$ cat config.mk
export PLATFORM = sky130hd
export DESIGN_NAME = key_filter
export DESIGN_NICKNAME = d
export VERILOG_FILES = /design/src/rtl/key_filter.sv
export SDC_FILE = /design/constraint.sdc
export NUM_CORES = 1
export LEC_CHECK = 0
export CAP_MARGIN = 25
export CORE_ASPECT_RATIO = 0.75
export CORE_MARGIN = 4
export CORE_UTILIZATION = 45
export CTS_CLUSTER_SIZE = 30
export DETAILED_ROUTE_END_ITERATION = 12
export PLACE_DENSITY_LB_ADDON = 0.12
export SLEW_MARGIN = 20
export SYNTH_ARGS = -nofsm -noshare
export SYNTH_HDL_FRONTEND = slang
export SYNTH_HIERARCHICAL = 1
export SYNTH_SLANG_ARGS = --single-unit
$ cat constraint.sdc
create_clock -name clk -period 2 [get_ports clk]
set_input_delay 0.4 -clock clk [delete_from_list [all_inputs] [get_ports clk]]
set_output_delay 0.4 -clock clk [all_outputs]
set_load 0.01 [all_outputs]
$ cat src/rtl/key_filter.sv
// key_filter: per-key 2-flop synchroniser and debounce FSM that gives a clean level and a press pulse.
// Auto-repeat of the press pulse while a key is held is built only when KEY_FILTER_REPEAT_EN is defined.

module key_filter_lane #(
    parameter int CNT_DB   = 800000
`ifdef KEY_FILTER_REPEAT_EN
    ,
    parameter int CNT_HOLD = 20000000,
    parameter int CNT_RPT  = 4000000
`endif
) (
    input  logic clk,
    input  logic rst_n,
    input  logic key_n,
    output logic key_state,
    output logic key_flag
);
    localparam int CNT_W = (CNT_DB > 1) ? $clog2(CNT_DB) : 1;

    typedef enum logic [1:0] {IDLE, FILT_DN, DOWN, FILT_UP} state_e;

    logic [1:0]       sync_q;
    logic             key_s;
    state_e           state_q, state_d;
    logic [CNT_W-1:0] cnt_q, cnt_d;
    logic             press_d, rpt_flag;
    logic             key_state_q, key_state_d;
    logic             key_flag_q, key_flag_d;

    assign key_s = sync_q[1];

    // Every transition leaves the counter at zero, so it never wraps.
    always_comb begin
        state_d = state_q;
        cnt_d   = '0;
        press_d = 1'b0;
        unique case (state_q)
            IDLE: begin
                if (!key_s) state_d = FILT_DN;
            end
            FILT_DN: begin
                if (key_s) begin
                    state_d = IDLE;
                end else if (cnt_q == CNT_W'(CNT_DB - 1)) begin
                    state_d = DOWN;
                    press_d = 1'b1;
                end else begin
                    cnt_d = cnt_q + 1'b1;
                end
            end
            DOWN: begin
                if (key_s) state_d = FILT_UP;
            end
            FILT_UP: begin
                if (!key_s) begin
                    state_d = DOWN;
                end else if (cnt_q == CNT_W'(CNT_DB - 1)) begin
                    state_d = IDLE;
                end else begin
                    cnt_d = cnt_q + 1'b1;
                end
            end
            default: state_d = IDLE;
        endcase
        key_state_d = (state_d == DOWN) || (state_d == FILT_UP);
        key_flag_d  = press_d | rpt_flag;
    end

`ifdef KEY_FILTER_REPEAT_EN
    localparam int RPT_MAX = (CNT_HOLD > CNT_RPT) ? CNT_HOLD : CNT_RPT;
    localparam int RPT_W   = (RPT_MAX > 1) ? $clog2(RPT_MAX) : 1;

    logic [RPT_W-1:0] rpt_q, rpt_d;
    logic             held_q, held_d;

    // Runs only while staying in DOWN; held_q marks the initial hold delay as spent.
    always_comb begin
        rpt_d    = '0;
        held_d   = 1'b0;
        rpt_flag = 1'b0;
        if (state_q == DOWN && !key_s) begin
            held_d = held_q;
            if (!held_q && rpt_q == RPT_W'(CNT_HOLD - 1)) begin
                rpt_flag = 1'b1;
                held_d   = 1'b1;
            end else if (held_q && rpt_q == RPT_W'(CNT_RPT - 1)) begin
                rpt_flag = 1'b1;
            end else begin
                rpt_d = rpt_q + 1'b1;
            end
        end
    end

    always_ff @(posedge clk or negedge rst_n) begin
        if (!rst_n) begin
            rpt_q  <= '0;
            held_q <= 1'b0;
        end else begin
            rpt_q  <= rpt_d;
            held_q <= held_d;
        end
    end
`else
    assign rpt_flag = 1'b0;
`endif

    always_ff @(posedge clk or negedge rst_n) begin
        if (!rst_n) begin
            sync_q      <= 2'b11;
            state_q     <= IDLE;
            cnt_q       <= '0;
            key_state_q <= 1'b0;
            key_flag_q  <= 1'b0;
        end else begin
            sync_q      <= {sync_q[0], key_n};
            state_q     <= state_d;
            cnt_q       <= cnt_d;
            key_state_q <= key_state_d;
            key_flag_q  <= key_flag_d;
        end
    end

    assign key_state = key_state_q;
    assign key_flag  = key_flag_q;
endmodule

module key_filter #(
    parameter int KEY_W    = 2,
    parameter int CNT_DB   = 800000,
    parameter int CNT_HOLD = 20000000,
    parameter int CNT_RPT  = 4000000
) (
    input  logic             clk,
    input  logic             rst_n,
    input  logic [KEY_W-1:0] key,
    output logic [KEY_W-1:0] key_state,
    output logic [KEY_W-1:0] key_flag
);
    for (genvar i = 0; i < KEY_W; i++) begin : g_lane
        key_filter_lane #(
            .CNT_DB   (CNT_DB)
`ifdef KEY_FILTER_REPEAT_EN
            ,
            .CNT_HOLD (CNT_HOLD),
            .CNT_RPT  (CNT_RPT)
`endif
        ) u_lane (
            .clk       (clk),
            .rst_n     (rst_n),
            .key_n     (key[i]),
            .key_state (key_state[i]),
            .key_flag  (key_flag[i])
        );
    end

`ifndef KEY_FILTER_REPEAT_EN
    // Repeat timing is configuration-only in this build; nothing is generated from it.
    if (CNT_HOLD < 1 || CNT_RPT < 1) begin : g_repeat_cfg_unused
    end
`endif
endmodule

Yosys cells after proc, flatten, opt, wreduce, memory -nomap -nowiden
Cells that the tools add are included.
{"block": "word_totals", "ff_bits": 52, "input_bits": 4, "output_inout_bits": 4, "wordCells": 56}
{"block": "op_classes", "add_sub_neg": 2, "eq_ne": 12, "muxes": 28, "n_reduce_logical": 4}
{"op": "20-bit 2-to-1 mux", "n": 6}
{"op": "20-bit one-hot mux with 2 select lines", "n": 2}
{"op": "20-bit by 1-bit adder with 20-bit output (second input constant)", "n": 2}
{"op": "20-bit equality test (second input constant)", "n": 2}
{"op": "2-bit 2-to-1 mux", "n": 12}
{"op": "2-bit equality test (second input constant)", "n": 8}
{"op": "2-bit one-hot mux with 4 select lines", "n": 2}
{"op": "1-bit 2-to-1 mux", "n": 6}
{"op": "2-bit by 1-bit equality test with 1-bit output (second input constant)", "n": 2}
{"op": "2-bit zero test", "n": 2}
{"op": "1-bit logical OR", "n": 2}

Logic depth before layout (Yosys ltp)
{"block": "logic_depth", "word_depth": 6, "ltp_mapped": 7, "mapped_depth_nobuf": 5}

By module
The synthesis kept the hierarchy.
{"module": "key_filter_lane", "instances": 2, "cells_per_inst": 118, "area_each_um2": 1297.5, "seq_area_each_um2": 653.1}

Worst setup path before layout
OpenSTA, ideal clock, no wires.
{"block": "synth_path", "path_kind": "reg-to-reg", "startpoint": "register g_lane[0].u_lane.cnt_q[0]", "endpoint": "register g_lane[0].u_lane.cnt_q[0]", "setup_ns": 0.125, "t_arrival_ns": 1.457, "required_ns": 1.875, "setup_slack_ns": 0.418, "stages_incl_launch_ff": 8, "path_buffers": 2, "period_less_slack_ns": 1.582, "path_cell_list": "dfrtp_1 > ha_1 > nand4_2 > nor2_1 > a21o_1 > buf_6 > buf_6 > nor2_1"}
{"block": "synth_between", "elab_chain_cells": 4}
{"item": "start, declared", "line": "25", "text": "logic [CNT_W-1:0] cnt_q, cnt_d;"}
{"item": "start signal, assigned", "line": "117", "text": "cnt_q <= cnt_d;"}
{"item": "20-bit by 1-bit adder with 20-bit output or 20-bit equality test (tied branches)"}
{"item": "20-bit 2-to-1 mux *", "line": "44, 57"}
{"item": "20-bit 2-to-1 mux, on equally long branches", "line": "55, 42"}
{"item": "20-bit one-hot mux with 2 select lines *", "line": "37", "text": "unique case (state_q)"}
{"item": "net g_lane[0].u_lane.cnt_d[0]", "line": "25"}
The timed path passes the listed nets; every way through them passes the cells marked *.

Worst setup path in the final report
{"block": "layout_path", "startpoint": "register g_lane[0].u_lane.cnt_q[0]", "endpoint": "register g_lane[0].u_lane.cnt_q[4]"}
The elaborated chain is that of the path after synthesis.

==> impl_metrics.tcl <==
set metrics [dict create \
    ir_worst_vdd_uv 245 \
    met2_length_um 1740 \
    hold_viol 0 \
    cts_buffer_depth 2 \
    tritoncts "yes" \
    ant_nets 0 \
    die-area_um2 7060 \
    gp_congestion 0.806 \
    worst_pin_slew_ps 392 \
    synthDistinctLibCells 28 \
    root_buffer "clkbuf_8" \
    hp-class "input pin to async pin" \
    drc_errors 0 \
    dr.first_iter.drc_count 103 \
    synth_fp_nets 242 \
    hold_slack_ps 6.70 \
    drt_pass1_iterations 4 \
    fmax_ghz 0.579 \
    ctsHoldBuffers 0 \
    multi_input_area_um2 1210 \
    antenna_cells 0 \
    die_y_um 73.8 \
    clk_pin_slew_ps 90 \
    r2r_cells 6 \
    place_hpwl_um 3330 \
    post_synth.cell_area_avg_um2 11.0 \
    fp-row-count 23 \
    maxSlewViolCount 0 \
    seq_area_frac_synth 0.503 \
    synth_warnings 6 \
    antenna_found_initial 0 \
    drv_cap 0 \
    regArea_um2 1310 \
    power.density_nw_per_um2 622 \
    cp-end-kind "flip-flop" \
    vias 1725 \
    crit_arrival_ps 1920 \
    crit_fanout 10 \
    grt_start_max_net_pins 19 \
    drt-met1-wl_um 2620 \
    clk_latency_ps 300 \
    coreArea_um2 5470 \
    h-tree-depth 2 \
    fin_util 0.520 \
    fin_nets 257 \
    synthCells 236 \
    cp.required_ps 2190 \
    area_growth_syn_to_layout_pct 9.55 \
    rsz0062_at_grt "false" \
    wl_met3_um 142 \
    cts.repair.resized 0 \
    syn-cell-area_um2 2590 \
    fin_setup_tns_ps 0 \
    cts_setup_buffers 0 \
    cts_buffers 5 \
    gr-usage-all-layers 0.154 \
    routed.top_layer "met4" \
    grt_pass1_wl_um 8300 \
    io_buffers 7 \
    drive_gt1_frac 0.163 \
    layout_min_cycle_time_ps 1730 \
    status "finished clean" \
    die_x_um 95.7 \
    initial_core_util 0.475 \
    p_leak_nw 1.17 \
    period_share 0.863 \
    fillers 505 \
    grt_overflow 0 \
    num_io_pins 8 \
    final-setup-viol-count 0 \
    clock-sinks 52 \
    slew_headroom 0.739 \
    skew_ps 7.31 \
    ys_ff_latch 52 \
    wl_per_cell_um 14.1 \
    first_global_vias 1697 \
    finalWirelength_um 4580 \
    viasPerCell 5.29 \
    path_class "flip-flop to flip-flop" \
    startpoint_type "flip-flop" \
]
[path summary, 6_finish.rpt]
path,to,start,slack (ps)
worst max-delay path,g_lane[0].u_lane/cnt_q[4],g_lane[0].u_lane/cnt_q[0],270
worst min-delay path,g_lane[0].u_lane/cnt_q[14],rst_n,7
worst max register to register,g_lane[0].u_lane/cnt_q[4],g_lane[0].u_lane/cnt_q[0],270
worst min register to register,g_lane[1].u_lane/sync_q[1],g_lane[1].u_lane/sync_q[0],360
max in group asynchronous,g_lane[1].u_lane/sync_q[1],rst_n,1370
min in group clk,g_lane[1].u_lane/sync_q[1],g_lane[1].u_lane/sync_q[0],360
[cells by family (layout without fill, tap and decap cells)]
| group | Yosys count | after routing | synth area share |
|---|---|---|---|
| mux | 6 | 6 | 0.0231 |
| simple gates | 120 | 120 | 0.296 |
| fa+ha+maj | 2 | 2 | 0.00964 |
| flops | 52 | 52 | 0.503 |
| buf+inv | 12 | 27 | 0.0289 |
| xor+xnor | 32 | 32 | 0.108 |
| compound gates | 12 | 12 | 0.0309 |
[cells in the mapped netlist]
master    number  area (um^2)
dfrtp_1       48         1200
nor2_1        38          143
xnor2_1       24          210
nand3_1       14         70.1
nand4_1       14         87.6
nand2_1       12         45.0
nor3_1        10         50.1
inv_1          8         30.0
xor2_1         8         70.1
a21oi_1        6         30.0
mux2i_1        6         60.1
nor4_1         6         37.5
a31o_2         4         35.0
and4bb_2       4         50.1
buf_6          4         45.0
dfstp_2        4          105
nor4_4         4         85.1
a21o_1         2         15.0
and2_1         2         12.5
and3_1         2         12.5
and3_4         2         22.5
and4_1         2         17.5
ha_1           2         25.0
nand3_4        2         35.0
nand4_2        2         25.0
nand4_4        2         42.5
nor2_2         2         12.5
nor3_2         2         20.0
[routing by layer]
layer / vias to the layer above / global-route usage
li1: 860 / -
met3: 8 / 0.0338
met1: 838 / 0.242
met5: - / 0
met4: 0 / 0.0615
met2: 19 / 0.198
[through the flow]
stage               setup WS [ps]  cells  power (mW)  instance area, um^2
global route                 95.5    326        1.86                 2840
finish                        274    326        1.77                 2840
CTS                           262    326        1.81                 2840
global placement              293    319        1.16                 2750
floorplan                     418    236        1.12                 2590
detailed placement            286    319        1.15                 2750
[area by class of cell]
type                       count  share of cell area
timing repair buffer          12              0.0361
inverter                       8              0.0106
clock buffer                   7              0.0339
tap                           75              0.0330
sequential                    52               0.460
multi-input combinational    172               0.427
[state kept, by name, indices dropped and copies added (netlist names)]
signal,count
g_lane.u_lane/cnt_q,40
g_lane.u_lane/key_flag,2
g_lane.u_lane/key_state,2
g_lane.u_lane/state_q,4
g_lane.u_lane/sync_q,4
[layout by cell type, fill, tap and decap left out, types with 4 or more instances in the layout]
cell type and count:
a21oi_1 6, clkdlybuf4s50_1 6, nand3_1 14, mux2i_1 6, clkbuf_8 7, dfrtp_1 48
buf_4 5, nor4_4 4, dfstp_2 4, nor3_1 10, xnor2_1 24, a31o_2 4
nor2_1 38, nand4_1 14, xor2_1 8, inv_1 8, and4bb_2 4, nand2_1 12
nor4_1 6
[worst max-delay path, stage by stage, from the launching register on]
cell	delay, ps
dfrtp_1	460
ha_1	290
nand4_2	220
nor2_1	250
a21o_1	160
buf_4	180
nor2_1	60
[power breakdown]
| group | internal [mW] | switching [mW] |
|---|---|---|
| Clock | 0.309 | 0.327 |
| Combinational | 0.0176 | 0.0398 |
| Sequential | 1.06 | 0.0110 |
| Total | 1.39 | 0.378 |
Note: power is estimated with default switching activity, not from simulation.
